File: src/rtl/quad_encoder_rpm.sv
// Quadrature encoder decoder with x4 position counting, sticky
// illegal-transition flag and gated-window speed measurement in rpm.
module quad_encoder_rpm #(
   parameter int GATE_CYCLES = 25000000,
   parameter int RPM_MUL     = 60,
   parameter int RPM_W       = 15,
   parameter int CNT_W       = 16,
   parameter int POS_W       = 24
) (
   input  logic             clk,
   input  logic             rst,
   input  logic             ticks_a,
   input  logic             ticks_b,
   input  logic             clr_pos,
   input  logic             err_clr,
   output logic [RPM_W-1:0] rpm,
   output logic             dir,
   output logic             rpm_valid,
   output logic [POS_W-1:0] pos,
   output logic             err
);

   localparam int TMR_W  = (GATE_CYCLES > 1) ? $clog2(GATE_CYCLES) : 1;
   localparam int MUL_W  = $clog2(RPM_MUL + 1);
   localparam int PROD_W = CNT_W + MUL_W;
   // product width wide enough to hold both |win_cnt|*RPM_MUL and the cap
   localparam int CMP_W  = (PROD_W > RPM_W) ? PROD_W : RPM_W + 1;

   localparam logic [TMR_W-1:0]        TMR_LAST = TMR_W'(GATE_CYCLES - 1);
   localparam logic [TMR_W-1:0]        TMR_ONE  = TMR_W'(1);
   localparam logic [CNT_W-1:0]        CNT_ONE  = CNT_W'(1);
   localparam logic signed [CNT_W-1:0] CNT_MAX  = {1'b0, {(CNT_W-1){1'b1}}};
   localparam logic signed [CNT_W-1:0] CNT_MIN  = {1'b1, {(CNT_W-1){1'b0}}};
   localparam logic [CMP_W-1:0]        RPM_CAP  = CMP_W'({RPM_W{1'b1}});
   localparam logic [POS_W-1:0]        POS_ONE  = POS_W'(1);

   // Magnitude of a signed window count; the most negative value maps to
   // 2^(CNT_W-1), which still fits in CNT_W unsigned bits.
   function automatic logic [CNT_W-1:0] cnt_mag(input logic signed [CNT_W-1:0] v);
      logic [CNT_W-1:0] m;
      if (v[CNT_W-1]) begin
         m = ~v + CNT_ONE;
      end else begin
         m = v;
      end
      return m;
   endfunction

   // Scale a count magnitude to rpm, clamping at the output full scale.
   function automatic logic [RPM_W-1:0] sat_rpm(input logic [CNT_W-1:0] mag);
      logic [CMP_W-1:0] prod;
      logic [RPM_W-1:0] r;
      prod = CMP_W'(mag) * CMP_W'(RPM_MUL);
      if (prod > RPM_CAP) begin
         r = {RPM_W{1'b1}};
      end else begin
         r = prod[RPM_W-1:0];
      end
      return r;
   endfunction

   logic                     a_meta;
   logic                     a_sync;
   logic                     b_meta;
   logic                     b_sync;
   logic [1:0]               sync_fill;
   logic [1:0]               prev_ab;
   logic                     armed;
   logic [1:0]               cur_ab;
   logic                     step_up;
   logic                     step_dn;
   logic                     illegal;
   logic signed [CNT_W-1:0]  step_val;
   logic [TMR_W-1:0]         timer;
   logic                     term;
   logic signed [CNT_W-1:0]  win_cnt;

   assign cur_ab = {a_sync, b_sync};
   assign term   = (timer == TMR_LAST);

   // Two-flop synchronisers for the asynchronous encoder pins, plus a fill
   // tracker so we know when a_sync/b_sync hold a genuine pin sample.
   always_ff @(posedge clk) begin
      if (rst) begin
         a_meta    <= 1'b0;
         a_sync    <= 1'b0;
         b_meta    <= 1'b0;
         b_sync    <= 1'b0;
         sync_fill <= 2'b00;
      end else begin
         a_meta    <= ticks_a;
         a_sync    <= a_meta;
         b_meta    <= ticks_b;
         b_sync    <= b_meta;
         sync_fill <= {sync_fill[0], 1'b1};
      end
   end

   // Previous-state register; the first real sample only arms the decoder
   // so power-up pin levels never produce a count or an error.
   always_ff @(posedge clk) begin
      if (rst) begin
         prev_ab <= 2'b00;
         armed   <= 1'b0;
      end else if (armed) begin
         prev_ab <= cur_ab;
      end else if (sync_fill[1]) begin
         prev_ab <= cur_ab;
         armed   <= 1'b1;
      end else begin
         prev_ab <= prev_ab;
      end
   end

   // Gray-code transition decode: +1, -1, illegal (both bits moved) or idle.
   always_comb begin
      step_up  = 1'b0;
      step_dn  = 1'b0;
      illegal  = 1'b0;
      step_val = '0;
      if (armed) begin
         case ({prev_ab, cur_ab})
            4'b0001, 4'b0111, 4'b1110, 4'b1000: step_up = 1'b1;
            4'b0100, 4'b1101, 4'b1011, 4'b0010: step_dn = 1'b1;
            4'b0011, 4'b1100, 4'b0110, 4'b1001: illegal = 1'b1;
            default: begin
               step_up = 1'b0;
               step_dn = 1'b0;
               illegal = 1'b0;
            end
         endcase
      end else begin
         illegal = 1'b0;
      end
      if (step_up) begin
         step_val = CNT_ONE;
      end else if (step_dn) begin
         step_val = {CNT_W{1'b1}};
      end else begin
         step_val = '0;
      end
   end

   // Position counter; clear wins over a same-cycle step, wraps naturally.
   always_ff @(posedge clk) begin
      if (rst || clr_pos) begin
         pos <= '0;
      end else if (step_up) begin
         pos <= pos + POS_ONE;
      end else if (step_dn) begin
         pos <= pos - POS_ONE;
      end else begin
         pos <= pos;
      end
   end

   // Sticky error; a new illegal transition beats a simultaneous clear.
   always_ff @(posedge clk) begin
      if (rst) begin
         err <= 1'b0;
      end else if (illegal) begin
         err <= 1'b1;
      end else if (err_clr) begin
         err <= 1'b0;
      end else begin
         err <= err;
      end
   end

   // Free-running measurement window timer.
   always_ff @(posedge clk) begin
      if (rst || term) begin
         timer <= '0;
      end else begin
         timer <= timer + TMR_ONE;
      end
   end

   // Saturating signed window count; on the terminal cycle it restarts with
   // that cycle's step so a boundary edge lands in the new window.
   always_ff @(posedge clk) begin
      if (rst) begin
         win_cnt <= '0;
      end else if (term) begin
         win_cnt <= step_val;
      end else if ((step_up && (win_cnt != CNT_MAX)) ||
                   (step_dn && (win_cnt != CNT_MIN))) begin
         win_cnt <= win_cnt + step_val;
      end else begin
         win_cnt <= win_cnt;
      end
   end

   // Speed result registers, updated and strobed once per window.
   always_ff @(posedge clk) begin
      if (rst) begin
         rpm       <= '0;
         dir       <= 1'b0;
         rpm_valid <= 1'b0;
      end else if (term) begin
         rpm       <= sat_rpm(cnt_mag(win_cnt));
         dir       <= win_cnt[CNT_W-1];
         rpm_valid <= 1'b1;
      end else begin
         rpm_valid <= 1'b0;
      end
   end

endmodule

File: config.mk
export PLATFORM = sky130hd
export DESIGN_NAME = quad_encoder_rpm
export DESIGN_NICKNAME = d
export VERILOG_FILES = /design/src/rtl/quad_encoder_rpm.sv
export SDC_FILE = /design/constraint.sdc
export NUM_CORES = 1
export LEC_CHECK = 0
export CORE_MARGIN = 2
export CORE_UTILIZATION = 55
export CTS_BUF_LIST = sky130_fd_sc_hd__clkbuf_2 sky130_fd_sc_hd__clkbuf_4 sky130_fd_sc_hd__clkbuf_8
export DETAILED_ROUTE_END_ITERATION = 8
export PLACE_DENSITY = 0.76
export REMOVE_ABC_BUFFERS = 1
export SYNTH_ARGS = -nofsm -noshare
export SYNTH_HDL_FRONTEND = slang
export SYNTH_SLANG_ARGS = --single-unit
File: constraint.sdc
create_clock -name clk -period 6.47 [get_ports clk]
set_clock_uncertainty 0.1 [all_clocks]
set_input_delay 1.941 -clock clk [delete_from_list [all_inputs] [get_ports clk]]
set_output_delay 1.941 -clock clk [all_outputs]
set_load 0.03 [all_outputs]
==> results.cfg <==
[routing]
detail_route.first_pass.iterations = 4
detailroute.via_count = 6225
detail_route.drc_violations = 0
post_drt_wl_per_cell_um = 13.7
ant_nets = 0
postRouteWirelength_um = 15200
routed_via_density = 5.59
drt-initial-drc-count = 244

[pwr]
p_switching_mw = 0.434
p_clk_share_pct = 32.6
power.share.sequential_pct = 43.0
p_total_mw = 1.37
switching_share_pct = 31.8
leakage_nw = 3.46
ir_worst_vdd_mv = 0.185
comb_power_share_pct = 24.4
power.density_cell_area_nw_per_um2 = 168
internal_power_mw = 0.932

[global_routing]
grt_usage_pct = 22.3
grt.overflow.total = 0
globalRoute.busiestLayer = met2
grt_first_pass_wirelength_um = 26600
number_of_global_route_vias_before_repair = 5867
global_route.usage.met2_pct = 35.6
global_route.usage.met3_pct = 3.50
maximum_number_of_pins_on_one_net_before_global_route_repair = 36
antenna_violations_before_repair = 0
gr-usage-met1_pct = 31.3

[worst_setup_path]
crit_path_top_delay_cell = fa_1
crit_path_end_kind = register
cp_max_fo = 12
cp_cell_sequence = nor4_2 > or3b_4 > nor3_4 > nand2b_2 > o31ai_1 > xor2_1 > inv_1 > ha_1 > inv_1 > fa_1 > inv_1 > ha_1 > o21ai_0 > o21ai_0 > a2111oi_0 > a211oi_1 > xor2_1 > nor2_1 > nand3_1 > o21a_1
timing.critical_path.slowest_cell_delay_ns = 0.50
cp.required_ns = 6.65
critPathMostFrequentCell = inv_1
timing.critical_path.arrival_ns = 5.80
kind_of_start_point_of_the_critical_path = register
worst-setup-path-type = reg -> reg

[die]
die_footprint_um2 = 14200
die_h_um = 119
rows = 42
coreArea_um2 = 13100
die_w_um = 119
initial_standard_cell_utilization_of_the_core_pct = 55.6
num_io_pins = 48

[logic_synthesis]
synth-main-ff-cell = dfxtp_1
synthesis.area_um2 = 7270
cell_accounting_for_the_most_synthesized_area = dfxtp_1
avg_synthesized_cell_area_um2 = 8.12
synthDistinctLibCells = 70
ys_warn_count = 0
synth.top_cells.by_area = dfxtp_1 25%, ha_1 12%, xnor2_1 6.5%
synth_sequential_area_ratio_pct = 25.1
ys_seq_elements = 91
postSynth.asyncResetShare_pct = 0
synth_enable_flop_cells = 0
netlist_instances = 895
yosysTopAreaCellShare_pct = 25.1

[timing]
slew_headroom_pct = 28.9
grt_setup_unrepaired = no
final-setup-viol-count = 0
final_total_negative_setup_slack_ns = 0
worst-slew-pin-transition_ns = 1.06
max_fclk_mhz = 178
layout_worst_path_cycle_share_pct = 86.7
timing_hold_violations_final = 0
timing.final.max_slew_violations = 0
finalWorstPathRequiredPeriod_ns = 5.61

[placed_design]
portBuffers = 47
gp_congestion = 0.827
dp_hpwl_um = 11100
place.detailed.instances = 1098

[layout]
mostFrequentLayoutCells = 100 x nor2_1, 91 x dfxtp_1, 77 x a21oi_1
finish.net_count = 1025
fillerInstances = 1158
antenna_cells_inserted = 0
multi_input_comb_area_um2 = 5120
stdcell_count = 1114
area.sequential_um2 = 1820
mostFrequentLayoutCell = nor2_1
layout_area_overhead_pct = 11.6
layout-drive-gt1-share_pct = 4.80

[clocking]
cts_inserted_buffers = 9
hold_buffers = 0
worst_setup_hold_path_clk_slew_ns = 0.10
clock_insertion_delay_worst_skew_ns = 0.39
longest_clk_path_bufs = 2
post_cts_resized = 0
post_cts_buffers = 0
cts_htree_levels = 3
cts.root.buffer_cell = clkbuf_8
clock_sinks = 91
tritoncts_clock_tree = done

[outcome]
run_status = finished clean

[flow_run]
max_cap_viol_count = 0

[min_path]
worst_hold_path_type = reg -> reg
==> power groups by stage <==
stage	Sequential (mW)	Combinational, mW	Clock, mW
2_1_floorplan	0.602	0.258	0
3_3_place_gp	0.600	0.327	0
3_5_place_dp	0.600	0.332	0
4_1_cts	0.588	0.335	0.453
5_1_grt	0.590	0.376	0.478
6_report	0.588	0.333	0.445
==> routing by layer <==
metal  vias up  routed length (µm)  part of all wire [%]
met3        13                 535                   3.5
met1      2901                7770                    51
met4         0                 175                   1.1
li1       3221                   -                     -
met2        90                6760                    44
met5         -                   0                     0
==> kinds of logic (layout without fill, tap and decap cells) <==
kind of cell / after synthesis / after routing / synth area share [%]
fa+ha+maj: 93 / 93 / 17.7
buf+inv: 83 / 126 / 4.49
simple gates: 300 / 300 / 19.6
flops: 91 / 91 / 25.1
xor+xnor: 95 / 95 / 12.2
mux: 1 / 1 / 0.138
compound gates: 232 / 232 / 20.9
==> stage by stage <==
stage               hold WS [ns]  setup slack, ns  area (µm²)  utilization [%]
finish                     0.346            0.858        8120             62.0
global route               0.360            0.250        8120             62.0
CTS                        0.352            0.816        8120             62.0
detailed placement         0.328            0.830        7890             60.3
global placement           0.318            0.970        7890             60.3
floorplan                  0.314             1.41        7160                -
==> cell usage after synthesis, types with 18 or more instances <==
library cell / instances
a21oi_1: 78
clkbuf_1: 19
dfxtp_1: 91
fa_1: 19
ha_1: 67
inv_1: 57
nand2_1: 74
nand3_1: 27
nor2_1: 100
nor3_1: 23
o21a_1: 18
o21ai_0: 43
xnor2_1: 54
xor2_1: 37
==> critical path: cells and delay by family, from the launching register on <==
kind            cells  cell delay, ns
compound gates      6            1.42
fa+ha+maj           3            1.18
xor+xnor            2            0.56
simple gates        6            1.62
buf+inv             3            0.26
flops               1            0.40
==> flip-flops by register name, summed over array words and instances (netlist names) <==
| name | cells |
|---|---|
| rpm | 14 |
| rpm_valid | 1 |
| b_sync | 1 |
| dir | 1 |
| a_sync | 1 |
| err | 1 |
| sync_fill | 2 |
| win_cnt | 16 |
| prev_ab | 2 |
| pos | 24 |
| a_meta | 1 |
| armed | 1 |
| timer | 25 |
| b_meta | 1 |
==> area by class of cell <==
class,instances,share of cell area (%)
Clock buffer,9,1.53
Clock inverter,7,1.22
Inverter,58,2.68
Multi-Input combinational cell,721,63.2
Sequential cell,91,22.4
Tap cell,176,2.71
Timing Repair Buffer,52,6.26
==> final timing paths <==
path                            from                 endpoint  slack [ns]  cells after the start
max          win_cnt[3]$_SDFFE_PP0P_      rpm[8]$_SDFFE_PP0P_        0.86                     20
min             sync_fill[0]$_DFF_P_  sync_fill[1]$_SDFF_PP0_        0.35                      1
max reg2reg  win_cnt[3]$_SDFFE_PP0P_      rpm[8]$_SDFFE_PP0P_        0.86                     20
min reg2reg     sync_fill[0]$_DFF_P_  sync_fill[1]$_SDFF_PP0_        0.35                      1
Power figures use the tool's default switching activity.
